### src/rtl/riscv_fetch_unit.sv
// Instruction fetch stage: owns the PC, issues word fetches to a 1-cycle
// latency instruction memory, buffers returned instructions with their PCs,
// and presents them to decode over a valid/ready handshake. A redirect
// flushes all speculative fetch state. Halt stops new fetches.
module riscv_fetch_unit #(
    parameter logic [31:0] RESET_PC = 32'h0000_0000,
    parameter int          QDEPTH   = 4
) (
    input  logic        clk,
    input  logic        rst,
    output logic [31:0] inst_addr,
    output logic        inst_req,
    input  logic [31:0] inst,
    input  logic        redirect_valid,
    input  logic [31:0] redirect_pc,
    input  logic        halt,
    output logic        dec_valid,
    input  logic        dec_ready,
    output logic [31:0] dec_inst,
    output logic [31:0] dec_pc,
    output logic        align_err,
    output logic        fetch_idle
);

    localparam int PW = (QDEPTH > 1) ? $clog2(QDEPTH) : 1;
    localparam int CW = $clog2(QDEPTH + 1);
    localparam logic [CW:0] DEPTH_C = (CW + 1)'(QDEPTH);

    logic [31:0]   pc_r;
    logic [31:0]   req_pc_r;
    logic          inflight_r;
    logic          align_err_r;
    logic [PW-1:0] head_r;
    logic [PW-1:0] tail_r;
    logic [CW-1:0] count_r;
    logic [31:0]   inst_q_r [QDEPTH];
    logic [31:0]   pc_q_r   [QDEPTH];

    logic [CW:0]   occupancy_s;
    logic          enq_s;
    logic          deq_s;
    logic          req_s;

    // Credit check, handshake qualification and request generation.
    always_comb begin
        occupancy_s = {1'b0, count_r} + {{CW{1'b0}}, inflight_r};
        req_s       = 1'b0;
        enq_s       = 1'b0;
        deq_s       = 1'b0;
        if (!rst && !halt && !redirect_valid && (occupancy_s < DEPTH_C)) begin
            req_s = 1'b1;
        end else begin
            req_s = 1'b0;
        end
        if (!rst && !redirect_valid) begin
            // A response whose request preceded a redirect is discarded here.
            enq_s = inflight_r;
            deq_s = (count_r != {CW{1'b0}}) && dec_ready;
        end else begin
            enq_s = 1'b0;
            deq_s = 1'b0;
        end
    end

    // PC, in-flight tracking, queue pointers/occupancy and alignment flag.
    always_ff @(posedge clk) begin
        if (rst) begin
            pc_r        <= RESET_PC;
            req_pc_r    <= RESET_PC;
            inflight_r  <= 1'b0;
            align_err_r <= 1'b0;
            head_r      <= {PW{1'b0}};
            tail_r      <= {PW{1'b0}};
            count_r     <= {CW{1'b0}};
        end else if (redirect_valid) begin
            pc_r        <= {redirect_pc[31:2], 2'b00};
            inflight_r  <= 1'b0;
            align_err_r <= |redirect_pc[1:0];
            head_r      <= {PW{1'b0}};
            tail_r      <= {PW{1'b0}};
            count_r     <= {CW{1'b0}};
        end else begin
            align_err_r <= 1'b0;
            inflight_r  <= req_s;
            if (req_s) begin
                pc_r     <= pc_r + 32'd4;
                req_pc_r <= pc_r;
            end
            if (enq_s) begin
                tail_r <= tail_r + PW'(1);
            end
            if (deq_s) begin
                head_r <= head_r + PW'(1);
            end
            case ({enq_s, deq_s})
                2'b10:   count_r <= count_r + CW'(1);
                2'b01:   count_r <= count_r - CW'(1);
                default: count_r <= count_r;
            endcase
        end
    end

    // Queue storage: the returning instruction is written with the PC it came from.
    always_ff @(posedge clk) begin
        if (enq_s) begin
            inst_q_r[tail_r] <= inst;
            pc_q_r[tail_r]   <= req_pc_r;
        end
    end

    assign inst_addr  = pc_r;
    assign inst_req   = req_s;
    assign dec_valid  = (count_r != {CW{1'b0}});
    assign dec_inst   = inst_q_r[head_r];
    assign dec_pc     = pc_q_r[head_r];
    assign align_err  = align_err_r;
    assign fetch_idle = (count_r == {CW{1'b0}}) && !inflight_r;

endmodule

### config.mk
export PLATFORM = sky130hd
export DESIGN_NAME = riscv_fetch_unit
export DESIGN_NICKNAME = d
export VERILOG_FILES = /design/src/rtl/riscv_fetch_unit.sv
export SDC_FILE = /design/constraint.sdc
export NUM_CORES = 1
export LEC_CHECK = 0
export CAP_MARGIN = 20
export CORE_AREA = 2 2 153 155
export CTS_CLUSTER_SIZE = 14
export DETAILED_ROUTE_END_ITERATION = 10
export DIE_AREA = 0 0 155 157
export GPL_TIMING_DRIVEN = 0
export HOLD_SLACK_MARGIN = 0.1
export PLACE_DENSITY_LB_ADDON = 0.1
export SLEW_MARGIN = 20
export SYNTH_ARGS = -nofsm -noshare
export SYNTH_HDL_FRONTEND = slang
export SYNTH_SLANG_ARGS = --single-unit
### constraint.sdc
create_clock -name clk -period 4.6 [get_ports clk]
set_clock_uncertainty 0.15 [all_clocks]
set_input_delay 0.92 -clock clk [delete_from_list [all_inputs] [get_ports clk]]
set_output_delay 0.92 -clock clk [all_outputs]
set_load 0.005 [all_outputs]
==> reports/qor.csv <==
stage,metric,value,unit
worst_setup_path,path_max_fanout,10,
route,wl,25900,um
synthesis,synth_compound_area_frac,0.0461,
worst_setup_path,path_cells,"clkdlybuf4s50_1, a311oi_4, nand2_2, inv_2, buf_6, buf_2, clkdlybuf4s50_1",
synthesis,ys.flop_type,edfxtp_1,
synthesis,ys_async_sr_fraction,0,
clock_tree,clkSinkCount,319,
route,vias,7226,
global_route,antenna_found_initial,0,
route,drtAntennaViolNets,0,
sta,max_slew_margin,0.568,
floorplan,die_w,155,um
sta,worstMarginPinSlew,0.648,ns
power_and_ir_drop,p_int,4.95,mW
synthesis,syn_area,12300,um^2
power_and_ir_drop,cellPowerDensity,393,nW/um^2
global_route,grt_pass1_vias,7341,
placed_design,place_hpwl,17000,um
clock_tree,cts_tree,done,
synthesis,netlist_top_cells_area,"edfxtp_1, dfxtp_1, mux4_2, nand2_1, a21oi_1",
synthesis,ys_types,57,
route,vias_per_cell,5.74,
worst_setup_path,path_delay_family,buffers and inverters,
sta,min_period,4.32,ns
floorplan,start_util,0.547,
synthesis,post_synth_fa_ha_maj_area_fraction,0.00772,
sta,timing.final.crit_share,0.939,
layout,areaGrowthSynthToFinish,26.6,%
synthesis,synthXorXnorAreaFrac,0.0107,
floorplan,dieArea,24300,um^2
worst_setup_path,crit_slowest_cell,clkdlybuf4s50_1,
route,wire_per_inst,20.5,um
synthesis,synth_edf_count,248,
floorplan,io_pins,169,
power_and_ir_drop,power.share.clock,0.448,
worst_setup_path,cpPeakStageDelay,0.53,ns
route,dr.pass1.iters,6,
clock_tree,cts_made_buffers,34,
placed_design,gp_congestion,0.907,
sta,rsz0062_at_grt,no,
power_and_ir_drop,ir_worst_vdd,0.000327,V
clock_tree,cts_buffer_depth,3,
worst_setup_path,endpoint_kind,primary output,
sta,drv_slew,0,
layout,n_antenna_cell,0,
power_and_ir_drop,combPwrFrac,0.038,
worst_setup_path,worstRegToRegCells,8,
min_path,worstHoldPathCells,2,
global_route,grt.overflow.total,0,
worst_setup_path,rrSetupSlack,2.11,ns
global_route,busiest_layer,met2,
synthesis,ys_seq_area_frac,0.720,
synthesis,syn_area_per_cell,16.6,um^2
power_and_ir_drop,seqPwrFrac,0.514,
synthesis,synth_top_family_by_area,multiplexers,
worst_setup_path,critPathBufInv,5,
flow_run,cap_violations,0,
sta,final.setup.worst_slack,0.282,ns
sta,setup_viol,0,
synthesis,yosys.area_share.simple,0.0772,
synthesis,synth_seq_cells,319,
floorplan,core,22500,um^2
floorplan,row_count,55,
floorplan,dieHeight,157,um
sta,fmax,0.232,GHz
placed_design,dpl_worst_slack,0.334,ns
route,drt_first_iter_violations,572,
route,drc_errors,0,
power_and_ir_drop,switching_share,0.192,
clock_tree,ctsHoldBuffers,0,
clock_tree,clockRootBuffer,clkbuf_16,
worst_setup_path,critPathMostFrequentCell,clkdlybuf4s50_1,
clock_tree,clock_latency,0.50,ns
worst_setup_path,cp.depth,7,
global_route,grt_usage,0.214,
power_and_ir_drop,power_switching,1.18,mW
layout,drive_gt1_frac,0.152,
clock_tree,cts_resized,0,
worst_setup_path,cp-start-kind,primary input,
global_route,use_met1,0.294,
worst_setup_path,critPathArrivalTime,3.25,ns
global_route,grt_max_degree,40,
sta,finalSetupTns,0,ns
synthesis,ys_warn_count,0,
run_status,outcome,"finished, final reports clean",
global_route,grtUsageMet3,0.0454,
clock_tree,path_clk_slew,0.06,ns
synthesis,post-synth-top-area-cell,edfxtp_1,
power_and_ir_drop,p_leak,5.10,nW
worst_setup_path,criticalPathCategory,in -> out,
placed_design,numPortBuffers,164,
clock_tree,cts_setup_buffers,0,
synthesis,synthCells,741,
layout,final_nets,1024,
sta,final_hold_viol_count,0,
synthesis,synthMuxAreaShare,0.118,
global_route,met2_usage,0.349,
clock_tree,h-tree-depth,2,
synthesis,yosysTopAreaCellShare,0.605,
min_path,hp-class,reg -> reg,
worst_setup_path,required,3.53,ns
global_route,grt_pass1_wl,40000,um
## logic make-up (layout without fill, tap and decap cells)
logic type | after synthesis | after routing
xor gates and xnor gates | 15 | 15
DFF | 319 | 319
and+or+nand+nor | 190 | 190
muxes | 67 | 67
AOI/OAI and AO/OA | 88 | 88
adders and majority gates | 7 | 7
buffers and inverters | 54 | 284
other | 1 | 4
## Yosys cell counts (3+ instances only)
cell and instances:
a221oi_1 3, o211ai_1 6, nand4_1 10, buf_4 4
nand3_1 14, o22ai_1 4, and4_1 4, ha_1 6
dfxtp_1 71, nand3_2 3, nor4_2 3, a31oi_1 3
xor2_1 7, mux4_2 62, a211oi_1 5, nor2_1 28
inv_1 11, buf_1 3, nand2_1 98, xnor2_1 8
and3_1 9, or3_1 6, nor3_1 3, clkbuf_1 24
a21oi_1 50, edfxtp_1 248, buf_2 9
## tightest hold or removal path, stage by stage (launching register included)
cell     delay [ns]
dfxtp_1        0.33
nand2_1        0.06
a21oi_1        0.05
## layer usage
metal | vias up | share of wire | routed length, um
li1 | 3304 | - | -
met1 | 3565 | 0.43 | 11000
met2 | 314 | 0.48 | 12400
met3 | 43 | 0.074 | 1930
met4 | 0 | 0.019 | 493
met5 | - | 0 | 0
## power by group through the flow
stage	Clock [mW]	Combinational (mW)	Sequential, mW
floorplan	0	0.0816	3.20
global placement	0	0.220	3.21
detailed placement	0	0.227	3.21
CTS	2.80	0.229	3.15
global route	2.91	0.247	3.16
finish	2.75	0.231	3.15
## final timing paths
kind                             from                  endpoint
min          req_pc_r[5]$_SDFFE_PP0P_  req_pc_r[5]$_SDFFE_PP0P_
max reg2reg   count_r[2]$_SDFFE_PP0P_   count_r[2]$_SDFFE_PP0P_
max                              halt                  inst_req
min reg2reg  req_pc_r[5]$_SDFFE_PP0P_  req_pc_r[5]$_SDFFE_PP0P_
## state kept, by name, summed over array words and instances, names as in the netlist, named ones only
| register | flops |
|---|---|
| inst_q_r | 128 |
| pc_q_r | 120 |
| inst_addr | 30 |
| req_pc_r | 30 |
| count_r | 3 |
| head_r | 2 |
| tail_r | 2 |
| align_err | 1 |
| inflight_r | 1 |
## area by class of cell
type	instances	area, um^2
Sequential cell	319	8870
Fill cell	1496	6910
Multi-Input combinational cell	371	3230
Timing Repair Buffer	168	1740
Clock buffer	55	1040
Tap cell	285	357
Buffer	42	199
Clock inverter	7	110
Inverter	12	45.0
## placed cells by master, fill, tap and decap left out, types with 3 or more instances in the layout
cell type,count
xor2_1,7
nand3_2,3
nand3_1,14
mux4_2,62
inv_1,11
nand4_1,10
o211ai_1,6
clkbuf_16,37
and3_4,4
clkdlybuf4s50_1,164
buf_2,9
clkbuf_8,4
o22ai_1,4
buf_1,3
buf_16,3
dfxtp_1,71
nor4_2,3
nor2_1,28
ha_1,6
and3_1,5
conb_1,4
and4_1,4
a21oi_1,50
or3_1,6
a211oi_1,5
a221oi_1,3
xnor2_1,8
edfxtp_1,248
nor3_1,3
nand2_1,98
clkbuf_1,37
buf_4,4
bufinv_16,3
a31oi_1,3
clkinv_1,3
## metrics by stage
step	area, um^2	util	std cells	total power, mW	hold slack, ns
floorplan	12300	-	744	3.29	0.310
global placement	14300	0.637	1193	3.43	0.323
detailed placement	14400	0.642	1197	3.44	0.345
CTS	15600	0.693	1259	6.18	0.353
global route	15600	0.693	1259	6.31	0.367
finish	15600	0.693	1259	6.13	0.346
Note: power is estimated with default switching activity, not from simulation.
